--- src/rtl/speed_measure_dp.sv ---
// Speed measurement datapath: ms time base, restoring divider (DIST_CONST / time_ms),
// overspeed flag, barrier control and optional vehicle counter (macro VEH_COUNT_EN).
module speed_measure_dp #(
    parameter int WIDTH_MS    = 14,
    parameter int WIDTH_SPEED = 14,
    parameter int SYS_FREQ    = 10000000,
    parameter int TICK_HZ     = 1000,
    parameter int DIST_CONST  = 14400,
    parameter int SPEED_LIMIT = 1000,
    parameter int WIDTH_VEH   = 4
) (
    input  logic                   clk,
    input  logic                   reset_n,
    input  logic                   init,
    input  logic                   count,
    input  logic                   cal,
    input  logic                   up,
    input  logic                   down,
    input  logic                   en,
    input  logic                   dis,
    output logic [WIDTH_SPEED-1:0] speed,
    output logic                   done,
    output logic                   busy,
    output logic                   overspeed,
    output logic                   timeout,
    output logic                   en_barrier,
    output logic [WIDTH_VEH-1:0]   num_veh
);

    localparam int DIV = SYS_FREQ / TICK_HZ;
    localparam int TW  = (DIV > 1) ? $clog2(DIV) : 1;
    localparam int CW  = $clog2(WIDTH_SPEED + 1);
    localparam logic [WIDTH_SPEED-1:0] DIVIDEND = WIDTH_SPEED'(DIST_CONST);
    localparam logic [WIDTH_SPEED-1:0] LIMIT    = WIDTH_SPEED'(SPEED_LIMIT);

    logic [TW-1:0]          r_tik;
    logic [WIDTH_MS-1:0]    r_time_ms;
    logic                   r_timeout;
    logic [WIDTH_MS-1:0]    r_div;
    logic [WIDTH_MS-1:0]    r_rem;
    logic [WIDTH_SPEED-1:0] r_quot;
    logic [CW-1:0]          r_cnt;
    logic                   r_busy;
    logic                   r_fin;
    logic [WIDTH_SPEED-1:0] r_speed;
    logic                   r_done;
    logic                   r_overspeed;
    logic                   r_en_barrier;

    logic                   w_tik_wrap;
    logic [WIDTH_MS-1:0]    w_ms_inc;
    logic [WIDTH_MS:0]      w_shift;
    logic [WIDTH_MS:0]      w_sub;
    logic                   w_ge;
    logic [WIDTH_MS-1:0]    w_rem_next;

    assign w_tik_wrap = (r_tik == TW'(DIV - 1));
    assign w_ms_inc   = r_time_ms + 1'b1;

    // One restoring step: bring down the next dividend bit, subtract if it fits.
    assign w_shift    = {r_rem, r_quot[WIDTH_SPEED-1]};
    assign w_ge       = (w_shift >= {1'b0, r_div});
    assign w_sub      = w_shift - {1'b0, r_div};
    assign w_rem_next = w_ge ? w_sub[WIDTH_MS-1:0] : w_shift[WIDTH_MS-1:0];

    // NOTE: clocked state uses non-blocking assignments so every register
    // samples pre-edge values regardless of statement order.
    always_ff @(posedge clk or negedge reset_n) begin
        if (!reset_n) begin
            r_tik     <= '0;
            r_time_ms <= '0;
            r_timeout <= 1'b0;
        end else if (init) begin
            r_tik     <= '0;
            r_time_ms <= '0;
            r_timeout <= 1'b0;
        end else if (count) begin
            if (w_tik_wrap) begin
                r_tik <= '0;
                if (r_time_ms != '1) begin
                    r_time_ms <= w_ms_inc;
                    if (w_ms_inc == '1)
                        r_timeout <= 1'b1;
                end
            end else begin
                r_tik <= r_tik + 1'b1;
            end
        end
    end

    // r_fin marks a finished quotient; it is published on the following edge.
    always_ff @(posedge clk or negedge reset_n) begin
        if (!reset_n) begin
            r_div       <= '0;
            r_rem       <= '0;
            r_quot      <= '0;
            r_cnt       <= '0;
            r_busy      <= 1'b0;
            r_fin       <= 1'b0;
            r_speed     <= '0;
            r_done      <= 1'b0;
            r_overspeed <= 1'b0;
        end else begin
            r_done <= 1'b0;
            if (init) begin
                r_busy  <= 1'b0;
                r_fin   <= 1'b0;
                r_cnt   <= '0;
                r_speed <= '0;
            end else begin
                if (r_fin) begin
                    r_speed     <= r_quot;
                    r_done      <= 1'b1;
                    r_overspeed <= (r_quot > LIMIT);
                    r_fin       <= 1'b0;
                end
                if (r_busy) begin
                    r_rem  <= w_rem_next;
                    r_quot <= {r_quot[WIDTH_SPEED-2:0], w_ge};
                    if (r_cnt == '0) begin
                        r_busy <= 1'b0;
                        r_fin  <= 1'b1;
                    end else begin
                        r_cnt <= r_cnt - 1'b1;
                    end
                end else if (cal) begin
                    if (r_time_ms == '0) begin
                        r_quot <= '1;
                        r_fin  <= 1'b1;
                    end else begin
                        r_div  <= r_time_ms;
                        r_rem  <= '0;
                        r_quot <= DIVIDEND;
                        r_cnt  <= CW'(WIDTH_SPEED - 1);
                        r_busy <= 1'b1;
                    end
                end
            end
        end
    end

    // Set wins over clear when both arrive together.
    always_ff @(posedge clk or negedge reset_n) begin
        if (!reset_n)
            r_en_barrier <= 1'b0;
        else if (up || en)
            r_en_barrier <= 1'b1;
        else if (dis || down)
            r_en_barrier <= 1'b0;
    end

`ifdef VEH_COUNT_EN
    logic [WIDTH_VEH-1:0] r_num_veh;

    always_ff @(posedge clk or negedge reset_n) begin
        if (!reset_n)
            r_num_veh <= '0;
        else if (up && !down && (r_num_veh != '1))
            r_num_veh <= r_num_veh + 1'b1;
        else if (down && !up && (r_num_veh != '0))
            r_num_veh <= r_num_veh - 1'b1;
    end

    assign num_veh = r_num_veh;
`else
    assign num_veh = '0;
`endif

    assign speed      = r_speed;
    assign done       = r_done;
    assign busy       = r_busy;
    assign overspeed  = r_overspeed;
    assign timeout    = r_timeout;
    assign en_barrier = r_en_barrier;

endmodule

--- config.mk ---
export PLATFORM = sky130hd
export DESIGN_NAME = speed_measure_dp
export DESIGN_NICKNAME = d
export VERILOG_FILES = /design/src/rtl/speed_measure_dp.sv
export SDC_FILE = /design/constraint.sdc
export NUM_CORES = 1
export LEC_CHECK = 0
export BUFFER_PORTS_ARGS = -buffer_cell sky130_fd_sc_hd__buf_2
export CAP_MARGIN = 20
export CORE_MARGIN = 4
export CORE_UTILIZATION = 65
export DETAILED_ROUTE_END_ITERATION = 16
export HOLD_SLACK_MARGIN = 0.1
export PLACE_DENSITY_LB_ADDON = 0.25
export REMOVE_ABC_BUFFERS = 1
export SETUP_SLACK_MARGIN = 0.15
export SYNTH_ARGS = -nofsm -noshare
export SYNTH_HDL_FRONTEND = slang
export SYNTH_SLANG_ARGS = --single-unit
export TNS_END_PERCENT = 5
--- constraint.sdc ---
create_clock -name clk -period 7.83 [get_ports clk]
set_clock_uncertainty 0.2 [all_clocks]
set_input_delay 1.566 -clock clk [delete_from_list [all_inputs] [get_ports clk]]
set_output_delay 1.566 -clock clk [all_outputs]
set_load 0.05 [all_outputs]
==> summary.md <==
| Metric | Value |
|---|---|
| Status | `completed` |
| Bufs on Longest Clock Path | `2` |
| Die span in y | `~97 microns` |
| Latest clock arrival within the worst-skew pair | `around 0.36 ns` |
| PostCTS Resize Cnt | `0` |
| Delay-heaviest family, CP | `flip-flops` |
| Internal power | `between 600 and 700 uW` |
| Metal2 WL | `5110 microns` |
| Relative slew slack | `0.464` |
| EDFF count, synth | `0` |
| Pwr dens | `167 nW/um^2` |
| Core area | `just under 8000 sq um` |
| Syn Inst Count | `approximately 540` |
| Synth Register Bits | `between 90 and 100` |
| Commonest cells post-synth | `dfrtp_1, nor2_1, nand2_1, a21oi_1, inv_1` |
| Post-synthesis sequential area ratio | `0.461` |
| RSZ-0062 raised after global routing | `false` |
| Largest stage delay, worst path | `0.85 ns` |
| Drt drc | `0` |
| Fin cells | `about 660` |
| Ant. Diodes | `0` |
| Num CTS Buffers | `9` |
| Setup violations, final | `0` |
| Avg Inst Size Synth | `approximately 9.5 sq um` |
| Tcrit/Tclk final | `0.429` |
| Layout cell share with drive strength beyond 1 | `0.117` |
| Post-route cell area | `about 5500 sq um` |
| Synth unique cells | `58` |
| Nets | `between 500 and 600` |
| Die Wd | `approximately 97 microns` |
| Vias in the first global route | `slightly below 4000` |
| Hold_buf cts | `0` |
| WL final | `just over 10000 microns` |
| Slack of the critical path | `between 4 and 5 ns` |
| Fin. Hold Viols | `0` |
| Ys async rst share | `1.00` |
| Gp weighted congestion | `0.881` |
| Total grt overflow | `0` |
| Worst hold slack | `0.303 ns` |
| Achievable Freq | `a little under 300 MHz` |
| Comb power frac | `0.117` |
| Crit path launch type | `register` |
| TritonRoute pass-1 iters | `4` |
| P_leak | `between 2 and 2.5 nW` |
| Dpl cells | `647` |
| Largest net degree at the start of global routing | `66` |
| H-tree levels | `3` |
| First-pass GRT wire length | `18200 microns` |
| CP max-delay cell | `dfrtp_1` |
| Clock Power Share | `0.334` |
| Tmin final | `about 3.4 ns` |
| DR top layer | `met4` |
| Layout area overhead | `7.38%` |
| Pwr Total | `about 910 uW` |
| Top-count cell post-synth | `dfrtp_1` |
| Worst-path clk slew | `0.10 ns` |
| Critical Path End Type | `output pin` |
| CP Data Required Time | `between 6 and 7 ns` |
| Post-synth top flop | `dfrtp_1` |
| Worst slack, placed | `~4.3 ns` |
| GRT Overall Usage | `0.232` |
| Switching Share | `0.283` |
| DR iter-0 viols | `210` |
| Postcts setup bufs | `0` |
| Crit path buffers/inverters | `1` |
| Flop pwr share | `0.548` |
| Final number of max-transition violations | `0` |
| Mapped Area | `a little over 5000 sq um` |
| Initial Util | `0.664` |
| # clock sinks | `94` |
| Worst vdd ir | `around 0.11 mV` |
| Placed Area | `about 5300 sq um` |
| Vias per Instance | `approximately 6` |
| Root buf cell | `clkbuf_8` |
| Post-DRT Antenna Nets | `0` |
| Critical path cell sequence | `buf_2` |
| Top area cells in the synthesized netlist | `dfrtp_1, nor2_1, ha_1, mux2i_1, a21oi_1` |
| Initial antenna violation count | `0` |
| Psw | `between 200 and 300 uW` |
| Area leader, netlist | `dfrtp_1` |
| Hold Path Class | `register to register` |
| Die footprint | `roughly 9300 sq um` |
| Setup CP Type | `register to output pin` |
| Final core utilization | `0.713` |
| Total number of yosys warnings | `0` |
| Max-cap violation count | `0` |
| Yosys top cell area share | `0.461` |
| Worst Tran Pin Value | `0.804 ns` |
| Detailed placement HPWL | `7320 microns` |
| WL met1 | `4630 microns` |
| Crit-path max FO | `25` |
| Met3 wire length | `approximately 400 microns` |
| CP arrival | `approximately 1.6 ns` |
| Row count | `32` |
| Wirelength per Cell | `between 15 and 20 microns` |
| Via count | `3973` |
| Post-route setup TNS | `0 ns` |
| Io pins | `32` |
| # port buffers | `27` |
| CTS tree | `yes` |
## path summary, 6_finish.rpt
| check | startpoint | endpoint | slack (ns) | cells after the start |
|---|---|---|---|---|
| setup / recovery | busy$_DFF_PN0_ | busy | 4.47 | 1 |
| hold / removal | r_div[2]$_DFFE_PN0P_ | r_div[2]$_DFFE_PN0P_ | 0.30 | 2 |
| setup reg to reg | r_quot[13]$_DFFE_PN0P_ | r_rem[10]$_DFFE_PN0P_ | 4.75 | 11 |
| hold reg to reg | r_div[2]$_DFFE_PN0P_ | r_div[2]$_DFFE_PN0P_ | 0.30 | 2 |
| max in group asynchronous | reset_n | r_time_ms[11]$_DFFE_PN0P_ | 5.37 | 2 |
| min in group asynchronous | reset_n | r_rem[6]$_DFFE_PN0P_ | 0.93 | 1 |
## sequential cells by signal, indices dropped and copies added, names as in the netlist
| name | cells |
|---|---|
| r_fin | 1 |
| done | 1 |
| r_quot | 14 |
| r_tik | 14 |
| r_cnt | 4 |
| r_time_ms | 14 |
| overspeed | 1 |
| timeout | 1 |
| r_div | 14 |
| en_barrier | 1 |
| speed | 14 |
| r_rem | 14 |
| busy | 1 |
## cell type report
type / instances / area [sq um]
inverter: 30 / 113
multi-input combinational: 391 / 2530
sequential: 94 / 2350
clock buffer: 10 / 138
timing repair buffer: 31 / 168
fill: 577 / 2210
clock inverter: 6 / 52.6
tap: 102 / 128
## power by group through the flow
stage | Clock [mW] | Combinational (mW) | Sequential (mW)
2_1_floorplan | 0 | 0.0529 | 0.529
3_3_place_gp | 0 | 0.105 | 0.510
3_5_place_dp | 0 | 0.108 | 0.511
4_1_cts | 0.312 | 0.108 | 0.501
5_1_grt | 0.338 | 0.118 | 0.503
6_report | 0.306 | 0.107 | 0.501
## layout by cell type (no fill, tap or decap), drive strengths merged, types with 3 or more instances in the layout
cell / count
dfrtp: 94
nor2: 69
nand2: 43
a21oi: 35
inv: 33
buf: 31
o21ai: 27
nand3: 24
mux2i: 21
xor2: 20
ha: 19
xnor2: 13
nor3: 12
clkbuf: 10
nand4: 9
mux2: 8
o311ai: 8
a21o: 7
nor2b: 6
o22a: 5
and3: 5
nor4: 5
nand2b: 4
a31oi: 4
conb: 4
o31ai: 3
or3: 3
a311oi: 3
## layer usage
| layer | global-route usage | up-vias |
|---|---|---|
| li1 | - | 1938 |
| met1 | 0.317 | 1941 |
| met5 | 0 | - |
| met2 | 0.377 | 79 |
| met3 | 0.0440 | 15 |
| met4 | 0.0734 | 0 |
## logic make-up (layout without fill, tap and decap cells)
logic type	after synthesis	after routing	share of synthesized area
muxes	29	29	0.0588
AOI/OAI and AO/OA	113	113	0.145
buffers and inverters	57	77	0.0456
adders and majority gates	20	20	0.0505
other	1	4	0.000735
and+or+nand+nor	192	192	0.181
xor gates and xnor gates	33	33	0.0566
DFF	94	94	0.461
No activity file was read; power rests on OpenSTA's default activity.
